### src/rtl/sync_c1tx_fifo.sv
// Single-clock FIFO for CCI-P transmit paths: head status at T0, popped data registered at T2.
// Optional SYNC_FIFO_STICKY_ERR_EN turns overflow/underflow into sticky registered flags.
module sync_c1tx_fifo #(
    parameter int DATA_WIDTH  = 64,
    parameter int CTL_WIDTH   = 0,
    parameter int DEPTH_BASE2 = 3,
    parameter int GRAM_MODE   = 3,
    parameter int FULL_THRESH = 2
) (
    input  logic                                         Clk,
    input  logic                                         Resetb,
    input  logic [DATA_WIDTH-1:0]                        fifo_din,
    input  logic [((CTL_WIDTH > 0) ? CTL_WIDTH : 1)-1:0] fifo_ctlin,
    input  logic                                         fifo_wen,
    input  logic                                         fifo_rdack,
    output logic [DATA_WIDTH-1:0]                        T2_fifo_dout,
    output logic [((CTL_WIDTH > 0) ? CTL_WIDTH : 1)-1:0] T0_fifo_ctlout,
    output logic                                         T0_fifo_dout_v,
    output logic                                         T0_fifo_empty,
    output logic                                         T0_fifo_full,
    output logic [DEPTH_BASE2:0]                         T0_fifo_count,
    output logic                                         T0_fifo_almFull,
    output logic                                         T0_fifo_underflow,
    output logic                                         T0_fifo_overflow
);

    localparam int DEPTH = 1 << DEPTH_BASE2;
    localparam int CW    = (CTL_WIDTH > 0) ? CTL_WIDTH : 1;
    localparam logic [DEPTH_BASE2-1:0] PTR_ONE   = 1;
    localparam logic [DEPTH_BASE2:0]   CNT_ONE   = 1;
    localparam logic [DEPTH_BASE2:0]   CNT_FULL  = (DEPTH_BASE2+1)'(DEPTH);
    localparam logic [DEPTH_BASE2:0]   CNT_ALMF  = (DEPTH_BASE2+1)'(DEPTH - FULL_THRESH);

    // GRAM_MODE is only a storage hint; reject out-of-range settings at elaboration.
    if (GRAM_MODE < 0 || GRAM_MODE > 3) begin : g_bad_gram_mode
        $error("sync_c1tx_fifo: GRAM_MODE must be 0..3");
    end
    if (FULL_THRESH < 0 || FULL_THRESH >= DEPTH) begin : g_bad_full_thresh
        $error("sync_c1tx_fifo: FULL_THRESH must be 0..DEPTH-1");
    end

    logic [DATA_WIDTH-1:0]  mem_data [DEPTH];
    logic [CW-1:0]          mem_ctl  [DEPTH];

    logic [DEPTH_BASE2-1:0] wr_ptr_q, wr_ptr_d;
    logic [DEPTH_BASE2-1:0] rd_ptr_q, rd_ptr_d;
    logic [DEPTH_BASE2:0]   count_q, count_d;
    logic [DATA_WIDTH-1:0]  t1_dout_q;
    logic                   t1_vld_q;
    logic [DATA_WIDTH-1:0]  t2_dout_q;

    logic empty, full, do_pop, do_wr, ovf_req, udf_req;

    always_comb begin
        empty    = (count_q == '0);
        full     = (count_q == CNT_FULL);
        do_pop   = fifo_rdack && !empty;
        do_wr    = fifo_wen && (!full || do_pop);
        ovf_req  = fifo_wen && full && !fifo_rdack;
        udf_req  = fifo_rdack && empty;
        wr_ptr_d = wr_ptr_q;
        rd_ptr_d = rd_ptr_q;
        count_d  = count_q;
        if (do_wr)  wr_ptr_d = wr_ptr_q + PTR_ONE;
        if (do_pop) rd_ptr_d = rd_ptr_q + PTR_ONE;
        if (do_wr && !do_pop)      count_d = count_q + CNT_ONE;
        else if (do_pop && !do_wr) count_d = count_q - CNT_ONE;
    end

    // Storage is intentionally not reset; count and pointers define validity.
    always_ff @(posedge Clk) begin
        if (do_wr) begin
            mem_data[wr_ptr_q] <= fifo_din;
            mem_ctl[wr_ptr_q]  <= fifo_ctlin;
        end
    end

    always_ff @(posedge Clk or posedge Resetb) begin
        if (Resetb) begin
            wr_ptr_q  <= '0;
            rd_ptr_q  <= '0;
            count_q   <= '0;
            t1_vld_q  <= 1'b0;
            t1_dout_q <= '0;
            t2_dout_q <= '0;
        end else begin
            wr_ptr_q <= wr_ptr_d;
            rd_ptr_q <= rd_ptr_d;
            count_q  <= count_d;
            t1_vld_q <= do_pop;
            if (do_pop)   t1_dout_q <= mem_data[rd_ptr_q];
            if (t1_vld_q) t2_dout_q <= t1_dout_q;
        end
    end

`ifdef SYNC_FIFO_STICKY_ERR_EN
    logic ovf_q, udf_q;

    always_ff @(posedge Clk or posedge Resetb) begin
        if (Resetb) begin
            ovf_q <= 1'b0;
            udf_q <= 1'b0;
        end else begin
            ovf_q <= ovf_q | ovf_req;
            udf_q <= udf_q | udf_req;
        end
    end

    assign T0_fifo_overflow  = ovf_q;
    assign T0_fifo_underflow = udf_q;
`else
    assign T0_fifo_overflow  = ovf_req;
    assign T0_fifo_underflow = udf_req;
`endif

    assign T2_fifo_dout    = t2_dout_q;
    assign T0_fifo_ctlout  = (CTL_WIDTH > 0) ? mem_ctl[rd_ptr_q] : '0;
    assign T0_fifo_dout_v  = !empty;
    assign T0_fifo_empty   = empty;
    assign T0_fifo_full    = full;
    assign T0_fifo_count   = count_q;
    assign T0_fifo_almFull = (count_q >= CNT_ALMF);

endmodule

### config.mk
export PLATFORM = sky130hd
export DESIGN_NAME = sync_c1tx_fifo
export DESIGN_NICKNAME = d
export VERILOG_FILES = /design/src/rtl/sync_c1tx_fifo.sv
export SDC_FILE = /design/constraint.sdc
export NUM_CORES = 1
export LEC_CHECK = 0
export ABC_AREA = 1
export BUFFER_PORTS_ARGS = -buffer_cell sky130_fd_sc_hd__buf_2
export CAP_MARGIN = 40
export CORE_UTILIZATION = 54
export DETAILED_ROUTE_END_ITERATION = 16
export PLACE_DENSITY = 0.78
export SLEW_MARGIN = 20
export SYNTH_ARGS = -nofsm -noshare
export SYNTH_HDL_FRONTEND = slang
export SYNTH_SLANG_ARGS = --single-unit
### constraint.sdc
create_clock -name Clk -period 5.7 [get_ports Clk]
set_clock_uncertainty 0.1 [all_clocks]
set_input_delay 0.855 -clock Clk [delete_from_list [all_inputs] [get_ports Clk]]
set_output_delay 0.855 -clock Clk [all_outputs]
set_load 0.03 [all_outputs]
Word-level counts from Yosys, hierarchy flattened
Memories as Yosys holds them, arrays and structs flattened. A register that Yosys moved wholly into a read port is not among the register bits. Index checks and enable logic that the tools add are counted.

$add $sub $neg: 4. Equality and inequality tests: 1. Magnitude comparators: 1. Reductions and logical operators: 15. Muxes and demuxes: 4.

Operators with widths (count): 4-bit 2-to-1 mux (2); 1-bit logical AND (7); 3-bit by 1-bit adder with 3-bit output, second input constant (2); 1-bit logical NOT (5); 4-bit by 1-bit adder with 4-bit output, second input constant (1); 4-bit equality test, second input constant (1); 4-bit by 3-bit greater-or-equal comparator with 1-bit output, second input constant (1); 4-bit logical NOT (1); 4-bit by 1-bit subtractor with 4-bit output, second input constant (1); 1-bit 2-to-1 mux (2); 2-bit nonzero test (1); 1-bit logical OR (1).

RAM bits: 512. Word-level logic and storage cells: 31. Input port bits: 69. Bits in registers: 75. Output and inout bits: 75. Memories: 1.

Memory list: mem_data (depth 8, width 64, rd ports 1, clocked after memory_dff 1, wr ports 1, line 42) `logic [DATA_WIDTH-1:0] mem_data [DEPTH];`.

Longest topological paths before layout
Depth in word-level cells: 9. Mapped depth: 14. Mapped depth without buffers: 14.

Worst setup path before layout
OpenSTA, ideal clock, no wires.

Kind: input -> register. Start: input port fifo_rdack. End: memory mem_data[0][0], enable pin. Path buffers: 0. Data required time: 5.114 ns. Stages: 5. Setup slack: 1.094 ns. Data arrival time: 4.020 ns. Library setup time: 0.486 ns. Path through: inv_1 nand4_1 nand2_1 or2_1 nor2_1.

Cells in the longest elaborated chain, start to end: 5.

RTL lines: start, declared (line 15) `input logic fifo_rdack,`; 1-bit logical AND (line 57) `do_pop = fifo_rdack && !empty;`; 1-bit logical OR (line 58) `do_wr = fifo_wen && (!full || do_pop);`; 1-bit logical AND (line 58); 1-bit 2-to-1 mux (line 72) `if (do_wr) begin`; 1-bit 2-to-1 mux; end, declared (line 42).

No other way between the ends.

Worst setup path after layout
Start: register count_q[1] (netlist: T0_fifo_count[1]). End: memory mem_data[5][40], enable pin.

Cells in the longest elaborated chain, start to end: 7. Elaborated cells between the ends (all ways): 9. Those cells by class: eq/ne (1); mux (2); reduce/logical (6).

RTL lines: start, declared (line 47) `logic [DEPTH_BASE2:0] count_q, count_d;`; start signal, assigned (line 89) `count_q <= count_d;`; 4-bit logical NOT (line 55) `empty = (count_q == '0);`; 1-bit logical NOT (line 57); 1-bit logical AND (line 57); 1-bit logical OR * (line 58); 1-bit logical AND * (line 58); via do_wr (line 52) `logic empty, full, do_pop, do_wr, ovf_req, udf_req;`; 1-bit 2-to-1 mux * (line 72); 1-bit 2-to-1 mux *.

The timed path passes the listed nets; every way through them passes the cells marked *.

==> impl_metrics.toml <==
[worst_setup_path]
worstReg2RegStart = "T0_fifo_count[1]"
r2r_cells = 8
r2r-end = "mem_data[5][40]"
cp-start-kind = "flip-flop"
crit_fanout = 40
endpoint_kind = "flip-flop"
worstPathArrival_ns = 3.26
crit_type = "reg2reg"
reg2reg_slack_ns = 2.60
critPathRequiredTime_ns = 5.87

[placement]
dp_hpwl_um = 31700
gp_congestion = 0.752
place_area_um2 = 28300
port_buffers = 141

[synth]
synth_area_leaders = "edfxtp_1, dfrtp_1, nand2_1"
synth.distinct_cells = 27
synth_area_um2 = 27000
syn_avg_cell_area_um2 = 11.0
yosysSeqAreaShare_pct = 69.9
syn_inst = 2454
synth_top_cell_by_area = "edfxtp_1"
yosysWarnings = 0
synth.top_cell.area_share_pct = 57.0
syn-num-nets = 2529
synth-seq-cells = 651

[final_layout]
most-common-layout-cells = "nand2_1, edfxtp_1, inv_1"
nNetsFinal = 2643
fin_area_um2 = 30400
final_common_cell = "nand2_1"
final_util_pct = 61.8
syn_to_final_growth_pct = 12.6
fillerInstances = 3563
drive_above_1_share_pct = 13.5

[clock_tree]
hold_buffers = 0
cts_tree = "yes"
cts.reportedPaths.clkPinSlew_ns = 0.06
insertion_delay_ns = 0.63
cts_made_buffers = 61
h-tree-depth = 2
cts_root_buffer = "clkbuf_16"
clockBufferDepth = 3
ctsResizeCount = 0
cts_setup_buffers = 0
cts.sinks = 651

[global_route]
overflow = 0
antenna_found_initial = 12
grt_pass1_vias = 17500
grt_max_degree = 257
grt_pass1_wl_um = 93500
gr-usage-all-layers_pct = 24.1

[floorplan]
die_x_um = 226
dieArea_um2 = 50900
fp-row-count = 81
initial_core_util_pct = 54.9
fp.coreArea_um2 = 49200
die_h_um = 226
io-pin-count = 144

[min_path]
min_path_type = "in2async"

[sta]
min_period_ns = 3.10
max_slew_margin_pct = 32.8
finalCritPeriodShare_pct = 54.3
tightest_slew_ns = 1.01
timing.fmax_mhz = 323
slew_viol_final = 0
hold_viol = 0
rsz0062_at_grt = "no"
whs_ns = 0.149
tns_ns = 0
setup_viol = 0

[power]
power.density_nw_per_um2 = 517
peakVddDrop_v = 0.000353
total_power_mw = 15.7
leakagePower_nw = 13.4

[job]
maxCapViolCount = 0

[routing]
dr.pass1.iters = 5
vias = 17400
drtIter0Drc = 1714
wire_per_inst_um = 18.2
drc_errors = 0
via_per_inst = 5.30
antenna_left = 0
routed_wl_um = 59900

[run_status]
outcome = "complete, no violations"
## critical path, stage by stage (launching register included)
cell and delay [ns]:
dfrtp_1 0.51, nor2_4 0.09, nand4_1 0.10, nand2_1 0.14, inv_1 0.17, nand2_1 0.27
nor2_4 0.17, buf_4 0.62, buf_4 0.54
## registers in the layout (all words and copies together), names as in the netlist
register and flops:
wr_ptr_q 3, T0_fifo_count 4, t1_vld_q 1, rd_ptr_q 3
T2_fifo_dout 64, t1_dout_q 64, mem_data 512
## power breakdown
| part | internal [mW] | total [mW] | switching, mW |
|---|---|---|---|
| Clock | 2.23 | 3.95 | 1.71 |
| Combinational | 1.57 | 5.09 | 3.52 |
| Sequential | 6.14 | 6.65 | 0.502 |
| Total | 9.95 | 15.7 | 5.73 |
## cell usage after synthesis (all sizes together)
cell      n
buf     103
clkbuf   18
conb      1
dfrtp   139
edfxtp  512
fa        1
ha        5
inv     400
mux2     64
nand2   798
nand3   390
nand4     1
nor2     12
nor4      1
o21ai     4
or2       2
xnor2     2
xor2      1
## cells by family after synthesis
group	share of synthesized area [%]
AND/OR/NAND/NOR	18.7
flip-flops	69.9
buffers and inverters	8.28
multiplexers	2.67
adder cells (fa/ha/maj)	0.306
AO/OA/AOI/OAI	0.0742
XOR/XNOR	0.0974
other	0.0139
## area by class of cell
class | count | area (µm²) | share of cell area (%)
tap | 664 | 831 | 2.74
clock buffer | 87 | 1760 | 5.78
multi-input combinational | 1282 | 5960 | 19.6
clock inverter | 29 | 224 | 0.738
sequential | 651 | 18900 | 62.1
timing repair buffer | 172 | 1190 | 3.93
inverter | 400 | 1520 | 5.00
antenna | 7 | 17.5 | 0.0577
## stage by stage
step / setup WS (ns) / cells
3_5_place_dp: 2.19 / 3168
2_1_floorplan: 1.02 / 2454
6_report: 2.60 / 3292
4_1_cts: 2.63 / 3284
3_3_place_gp: 2.26 / 3159
5_1_grt: 2.50 / 3290
## layer usage
layer | vias to the layer above | GRT usage, % | share of wire (%)
li1 | 8165 | - | -
met1 | 8354 | 31.7 | 40
met2 | 746 | 39.7 | 49
met3 | 165 | 4.51 | 8.3
met4 | 14 | 9.50 | 3.1
met5 | - | 0 | 0.16
## worst max-delay path by stage
stage,from,to,slack [ns],depth (start not counted)
2_1_floorplan,Resetb,T0_fifo_count[0],1.02,1
3_3_place_gp,fifo_rdack,mem_data[1][50],2.26,8
3_5_place_dp,fifo_rdack,mem_data[5][7],2.19,9
4_1_cts,T0_fifo_count[0],mem_data[5][14],2.63,8
5_1_grt,T0_fifo_count[2],mem_data[5][16],2.50,8
6_report,T0_fifo_count[1],mem_data[5][40],2.60,8
No activity file was read; power rests on OpenSTA's default activity.
